File: config.mk
export PLATFORM = sky130hd
export DESIGN_NAME = reorder_buffer
export DESIGN_NICKNAME = d
export VERILOG_FILES = /design/src/rtl/reorder_buffer.sv
export SDC_FILE = /design/constraint.sdc
export NUM_CORES = 2
export LEC_CHECK = 0
export BUFFER_PORTS_ARGS = -buffer_cell sky130_fd_sc_hd__buf_4
export CORE_MARGIN = 8
export CORE_UTILIZATION = 50
export CTS_CLUSTER_DIAMETER = 40
export DETAILED_ROUTE_END_ITERATION = 10
export PLACE_DENSITY_LB_ADDON = 0.1
export SLEW_MARGIN = 10
export SYNTH_ARGS = -nofsm -noshare
export SYNTH_HDL_FRONTEND = slang
export SYNTH_SLANG_ARGS = --single-unit
export TNS_END_PERCENT = 20
File: constraint.sdc
create_clock -name clk_in -period 8.08 [get_ports clk_in]
set_input_delay 0.404 -clock clk_in [delete_from_list [all_inputs] [get_ports clk_in]]
set_output_delay 0.404 -clock clk_in [all_outputs]
set_load 0.1 [all_outputs]
File: src/rtl/reorder_buffer.sv
// ----------------------------------------------------------------------------
// reorder_buffer
//
// In-order retirement queue for an out-of-order core. Instructions are
// allocated at the tail on issue, marked ready by the common data bus (CDB)
// and retired from the head one per cycle. A retiring non-branch instruction
// produces a registered register-file write; a retiring conditional branch
// whose resolved direction differs from its prediction flushes the whole
// buffer and requests a fetch redirect.
//
// Index 0 is reserved as "no dependency", so the buffer holds
// N = 2**ROB_WIDTH - 1 entries at indices 1..N, wrapping from N back to 1.
//
// Optional feature (compile-time macro):
//   ROB_CDB_BYPASS_EN - operand queries also see the CDB result broadcast in
//                       the same cycle; when undefined, queries reflect
//                       stored state only (result visible one cycle later).
//
// Ports:
//   clk_in, rst_in, rdy_in         clock, async active-high reset, global stall
//   issue_*                        new instruction (valid, rd, branch info)
//   rob_full, rob_next_index       allocation status / index the next issue gets
//   cdb_*                          execution-result broadcast
//   query{1,2}_index/_ready/_val   combinational operand lookups
//   rob_to_rf_*                    registered commit to the register file
//   clr_out, clr_pc                one-cycle flush pulse and redirect PC
// ----------------------------------------------------------------------------
module reorder_buffer #(
   parameter int ROB_WIDTH = 4
) (
   input  logic                 clk_in,
   input  logic                 rst_in,
   input  logic                 rdy_in,

   input  logic                 issue_valid,
   input  logic [4:0]           issue_rd_id,
   input  logic                 issue_is_branch,
   input  logic                 issue_pred_taken,
   input  logic [31:0]          issue_alt_pc,
   output logic                 rob_full,
   output logic [ROB_WIDTH-1:0] rob_next_index,

   input  logic                 cdb_valid,
   input  logic [ROB_WIDTH-1:0] cdb_rob_index,
   input  logic [31:0]          cdb_val,
   input  logic                 cdb_taken,

   input  logic [ROB_WIDTH-1:0] query1_index,
   input  logic [ROB_WIDTH-1:0] query2_index,
   output logic                 query1_ready,
   output logic [31:0]          query1_val,
   output logic                 query2_ready,
   output logic [31:0]          query2_val,

   output logic                 rob_to_rf_ready,
   output logic [4:0]           rob_to_rf_reg_id,
   output logic [31:0]          rob_to_rf_reg_val,
   output logic [ROB_WIDTH-1:0] rob_to_rf_rob_index,

   output logic                 clr_out,
   output logic [31:0]          clr_pc
);

   localparam int DEPTH = 1 << ROB_WIDTH;
   localparam int N     = DEPTH - 1;

   typedef logic [ROB_WIDTH-1:0] idx_t;

   localparam idx_t FIRST_IDX = idx_t'(1);
   localparam idx_t LAST_IDX  = idx_t'(N);

   // Circular advance over 1..N; index 0 is never produced.
   function automatic idx_t advance(input idx_t i);
      return (i == LAST_IDX) ? FIRST_IDX : i + FIRST_IDX;
   endfunction

   // -------------------------------------------------------------------------
   // State
   // -------------------------------------------------------------------------
   // Control bits per entry (reset); slot 0 is allocated in the vectors but
   // never set, which makes index-0 lookups fall out as "not busy".
   logic [DEPTH-1:0] busy, busy_nxt;
   logic [DEPTH-1:0] done, done_nxt;

   idx_t head, head_nxt;
   idx_t tail, tail_nxt;
   idx_t count, count_nxt;

   // Payload per entry (not reset).
   logic [4:0]       rd_mem  [DEPTH];
   logic [31:0]      alt_mem [DEPTH];
   logic [31:0]      val_mem [DEPTH];
   logic [DEPTH-1:0] br_mem;
   logic [DEPTH-1:0] pt_mem;
   logic [DEPTH-1:0] tk_mem;

   // -------------------------------------------------------------------------
   // Per-cycle decisions
   // -------------------------------------------------------------------------
   logic issue_fire;
   logic cdb_hit;
   logic head_commit;
   logic rf_write;
   logic mispredict;

   assign rob_full       = (count == LAST_IDX);
   assign rob_next_index = tail;

   // Issue is refused while full even if the head retires this cycle, and
   // during the flush cycle so nothing allocated can survive the redirect.
   assign issue_fire  = issue_valid && !rob_full && !clr_out && rdy_in;

   // Only a live (busy) entry may take a result; index 0 is never busy.
   // Results arriving during the flush cycle belong to squashed work.
   assign cdb_hit     = cdb_valid && (cdb_rob_index != '0) &&
                        busy[cdb_rob_index] && !clr_out;

   // Retirement looks at the stored ready bit only, so the earliest commit
   // is the edge after the CDB write.
   assign head_commit = busy[head] && done[head];
   assign rf_write    = head_commit && !br_mem[head];
   assign mispredict  = head_commit && br_mem[head] &&
                        (tk_mem[head] != pt_mem[head]);

   // -------------------------------------------------------------------------
   // Next-state computation
   // -------------------------------------------------------------------------
   // NOTE: every variable assigned in this block gets a default first, so no
   // path leaves a value unassigned and no latch is inferred.
   always_comb begin
      busy_nxt  = busy;
      done_nxt  = done;
      head_nxt  = head;
      tail_nxt  = tail;
      count_nxt = count;

      if (cdb_hit) begin
         done_nxt[cdb_rob_index] = 1'b1;
      end

      // The retiring slot is freed before the issue write below; the two can
      // never address the same slot because issue is blocked when full.
      if (head_commit) begin
         busy_nxt[head] = 1'b0;
         done_nxt[head] = 1'b0;
         head_nxt       = advance(head);
      end

      if (issue_fire) begin
         busy_nxt[tail] = 1'b1;
         done_nxt[tail] = 1'b0;
         tail_nxt       = advance(tail);
      end

      case ({issue_fire, head_commit})
         2'b10:   count_nxt = count + FIRST_IDX;
         2'b01:   count_nxt = count - FIRST_IDX;
         default: count_nxt = count;
      endcase

      // A mispredicted branch squashes everything younger than itself,
      // including an instruction issued in the same cycle.
      if (mispredict) begin
         busy_nxt  = '0;
         done_nxt  = '0;
         head_nxt  = FIRST_IDX;
         tail_nxt  = FIRST_IDX;
         count_nxt = '0;
      end
   end

   // -------------------------------------------------------------------------
   // Control registers and registered outputs
   // -------------------------------------------------------------------------
   // NOTE: sequential state uses non-blocking assignments so every register
   // samples the pre-edge values regardless of statement order.
   always_ff @(posedge clk_in or posedge rst_in) begin
      if (rst_in) begin
         busy                <= '0;
         done                <= '0;
         head                <= FIRST_IDX;
         tail                <= FIRST_IDX;
         count               <= '0;
         rob_to_rf_ready     <= 1'b0;
         rob_to_rf_reg_id    <= '0;
         rob_to_rf_reg_val   <= '0;
         rob_to_rf_rob_index <= '0;
         clr_out             <= 1'b0;
         clr_pc              <= '0;
      end else if (rdy_in) begin
         busy  <= busy_nxt;
         done  <= done_nxt;
         head  <= head_nxt;
         tail  <= tail_nxt;
         count <= count_nxt;

         // Pulses: high only after a qualifying commit; data fields hold.
         rob_to_rf_ready <= rf_write;
         if (rf_write) begin
            rob_to_rf_reg_id    <= rd_mem[head];
            rob_to_rf_reg_val   <= val_mem[head];
            rob_to_rf_rob_index <= head;
         end

         clr_out <= mispredict;
         if (mispredict) begin
            clr_pc <= alt_mem[head];
         end
      end
   end

   // -------------------------------------------------------------------------
   // Entry payload
   // -------------------------------------------------------------------------
   // NOTE: payload storage is deliberately not reset; every read of it is
   // qualified by the reset busy/ready bits, so stale contents are never seen.
   always_ff @(posedge clk_in) begin
      if (rdy_in) begin
         if (issue_fire) begin
            rd_mem[tail]  <= issue_rd_id;
            alt_mem[tail] <= issue_alt_pc;
            val_mem[tail] <= '0;
            br_mem[tail]  <= issue_is_branch;
            pt_mem[tail]  <= issue_pred_taken;
            tk_mem[tail]  <= 1'b0;
         end
         if (cdb_hit) begin
            val_mem[cdb_rob_index] <= cdb_val;
            tk_mem[cdb_rob_index]  <= cdb_taken;
         end
      end
   end

   // -------------------------------------------------------------------------
   // Operand queries
   // -------------------------------------------------------------------------
   always_comb begin
      query1_ready = busy[query1_index] && done[query1_index];
      query1_val   = query1_ready ? val_mem[query1_index] : '0;
      query2_ready = busy[query2_index] && done[query2_index];
      query2_val   = query2_ready ? val_mem[query2_index] : '0;
`ifdef ROB_CDB_BYPASS_EN
      // Forward a result being broadcast this cycle to a matching lookup.
      if (cdb_hit && (query1_index == cdb_rob_index)) begin
         query1_ready = 1'b1;
         query1_val   = cdb_val;
      end
      if (cdb_hit && (query2_index == cdb_rob_index)) begin
         query2_ready = 1'b1;
         query2_val   = cdb_val;
      end
`else
      // Queries reflect stored state only; a broadcast result becomes
      // visible the cycle after its CDB write.
`endif
   end

endmodule

==> flow_summary.json <==
{
  "status": "finished clean",
  "p_per_area_mw_per_mm2": 294.8,
  "synthCells": 3203,
  "worstPathArrival_ns": 5.59,
  "clkPwrFrac_pct": 36.5,
  "max-slew-margin-rel_pct": 16.77,
  "clock_latency_ns": 0.80,
  "h-tree-depth": 4,
  "mappedNetlistArea_sq_mm": 0.06084,
  "endpoint_kind": "register",
  "finalHoldViolCount": 0,
  "layoutNonFillerInstCount": 5296,
  "setup_tns_ns": 0,
  "clkSinkCount": 1271,
  "vias": 34539,
  "nNetsFinal": 3610,
  "maxCapViolations": 0,
  "dp_cells": 4890,
  "required_ns": 8.74,
  "clk_path_buf_depth": 3,
  "rsz0062_at_grt": "false",
  "worstReg2RegEnd": "rob_to_rf_reg_val[28]",
  "whs_ns": 0.1072,
  "tritoncts": "yes",
  "ctsHoldBuffers": 72,
  "switchingPower_mw": 6.501,
  "synth_edf_count": 1152,
  "grt_overflow_total": 0,
  "fp-row-count": 128,
  "drt_pass1_iterations": 7,
  "r2r_slack_ns": 3.15,
  "area_growth_pct": 16.98,
  "swShare_pct": 30.99,
  "fin_crit_ns": 4.927,
  "min_from": "cdb_taken",
  "synth_area_leaders": "edfxtp_1 (57%), mux4_2 (26%), dfrtp_1 (4.8%)",
  "r2r_cells": 8,
  "avgViaCountPerCell": 6.522,
  "combinationalPowerShare_pct": 25.1,
  "drive_gt1_share_pct": 38.29,
  "post-route-period-util_pct": 60.98,
  "layout_commonest_cell": "edfxtp_1",
  "crit_start": "head[0]",
  "wl_per_cell_microns": 34.73,
  "gr-usage-all-layers_pct": 27.71,
  "route.detailed.drc": 0,
  "dp_hpwl_microns": 97230,
  "die_h_microns": 364.8,
  "crit_path_start_kind": "register",
  "yosysTopAreaCellShare_pct": 56.86,
  "wirelength_microns": 184000,
  "clk_pin_slew_worst_paths_ns": 0.06,
  "start_util_pct": 50.18,
  "mostFrequentLayoutCells": "edfxtp_1 (1152), mux4_2 (699), and2_1 (430)",
  "hold_path.class": "input port to register",
  "antenna_found_initial": 15,
  "grt_max_degree": 107,
  "ys_seq_area_share_pct": 61.76,
  "setup_viol": 0,
  "sequentialPowerShare_pct": 38.5,
  "r2r-start": "head[0]",
  "yosys_warnings": 0,
  "p_total_mw": 20.98,
  "ctsResizeCount": 0,
  "postCtsSetupBuffers": 0,
  "power_leakage_nw": 24.03,
  "ir_worst_vdd_mv": 0.2465,
  "worstMarginPinSlew_ns": 1.244,
  "clockRootBuffer": "clkbuf_16",
  "fp.dieW_microns": 364.8,
  "crit_fanout": 106,
  "finClkSkew_ns": 0.03999,
  "crit_type": "register to register",
  "min_path_cells": 3,
  "max_freq_mhz": 202.9,
  "synth_ff_type": "edfxtp_1",
  "port_buffers": 234,
  "core_sq_mm": 0.1212,
  "synth_area_per_cell_sq_um": 18.99,
  "ys_types": 57,
  "synth_top_cell_by_area": "edfxtp_1",
  "min_delay_worst_endpoint": "tk_mem[9]",
  "drtAntennaViolNets": 0,
  "p_int_mw": 14.48,
  "cts_buffers": 172,
  "drt_iter0_drc": 3803,
  "ys_ff_latch": 1271,
  "fp.dieArea_sq_mm": 0.1331,
  "gp_congestion": 0.8691,
  "post-route-util_pct": 58.70,
  "grt_pass1_wl_microns": 262500,
  "grt_pass1_vias": 36558,
  "top_level_ports": 235,
  "slew_viol_final": 0,
  "async_reset_ff_share_pct": 9.363
}
[synth_stat cells (4+ instances only)]
master,n
nor2_1,29
inv_1,26
a21oi_1,4
buf_2,39
nor3_1,10
o21ai_1,6
o211ai_1,12
buf_4,4
and3_1,69
nor2b_1,73
mux2_4,32
o211a_1,14
edfxtp_1,1152
buf_1,50
mux2_1,22
mux2_2,19
nand2_1,64
a22oi_1,6
nand3_1,39
buf_6,6
dfrtp_1,117
ha_1,10
and2_1,430
a21o_1,8
mux4_2,699
clkbuf_1,178
a22o_1,16
o21ai_0,25
[worst max-delay path by stage]
| stage | to | slack [ns] | cells after the start |
|---|---|---|---|
| CTS | rob_to_rf_reg_val[28] | 2.97 | 8 |
| global route | rob_to_rf_reg_val[0] | 2.80 | 8 |
| floorplan | val_mem[10][0] | 3.48 | 9 |
| global placement | rob_to_rf_reg_val[29] | 2.97 | 8 |
| detailed placement | rob_to_rf_reg_val[28] | 2.98 | 8 |
| finish | rob_to_rf_reg_val[28] | 3.15 | 8 |
[cells by family after synthesis]
kind of cell,after synthesis,share of synthesized area [%]
AO/OA/AOI/OAI,106,1.302
XOR/XNOR,4,0.05759
adder cells (fa/ha/maj),10,0.2057
buffers and inverters,304,2.054
flip-flops,1271,61.76
multiplexers,777,27.56
other,1,0.006164
AND/OR/NAND/NOR,730,7.056
[power by group through the flow]
stage               Sequential, mW  Clock [mW]  Combinational, mW
detailed placement            8.20           0               5.26
finish                        8.07        7.65               5.26
global placement              8.17           0               5.21
CTS                           8.07        7.75               5.31
floorplan                     8.81           0               3.24
global route                  8.12        8.01               5.52
[layer usage]
metal	track usage [%]	vias up	wire length, microns
li1	-	13818	-
met5	0	-	45
met2	46.48	1852	91710
met3	6.609	398	16540
met1	34.84	18463	68250
met4	11.42	8	7402
[final cells by class]
type	count	area (sq um)
Antenna cell	15	37.54
Clock buffer	204	4537
Clock inverter	115	1321
Fill cell	8926	50070
Inverter	27	120.1
Multi-Input combinational cell	1659	22420
Sequential cell	1271	37580
Tap cell	1625	2033
Timing Repair Buffer	380	3115
[state kept, by name, summed over array words and instances, names as in the netlist, 16 cells and up]
name	count
busy	16
tk_mem	16
alt_mem	512
pt_mem	16
rd_mem	80
val_mem	512
done	16
rob_to_rf_reg_val	32
br_mem	16
clr_pc	32
[critical path, stage by stage, from the launching register on]
cell and delay, ns:
dfstp_4 1.28, buf_12 0.57, nor2b_1 0.23, a22oi_1 0.19, a21boi_4 0.29, nand2_4 0.13, nor2_4 0.92, buf_4 0.62
mux2_2 0.40
[stage by stage]
step	instance area, sq um	worst slack (ns)
floorplan	60960	3.480
global placement	64530	2.967
detailed placement	64550	2.978
CTS	71130	2.972
global route	71140	2.804
finish	71170	3.153
Power figures use the tool's default switching activity.
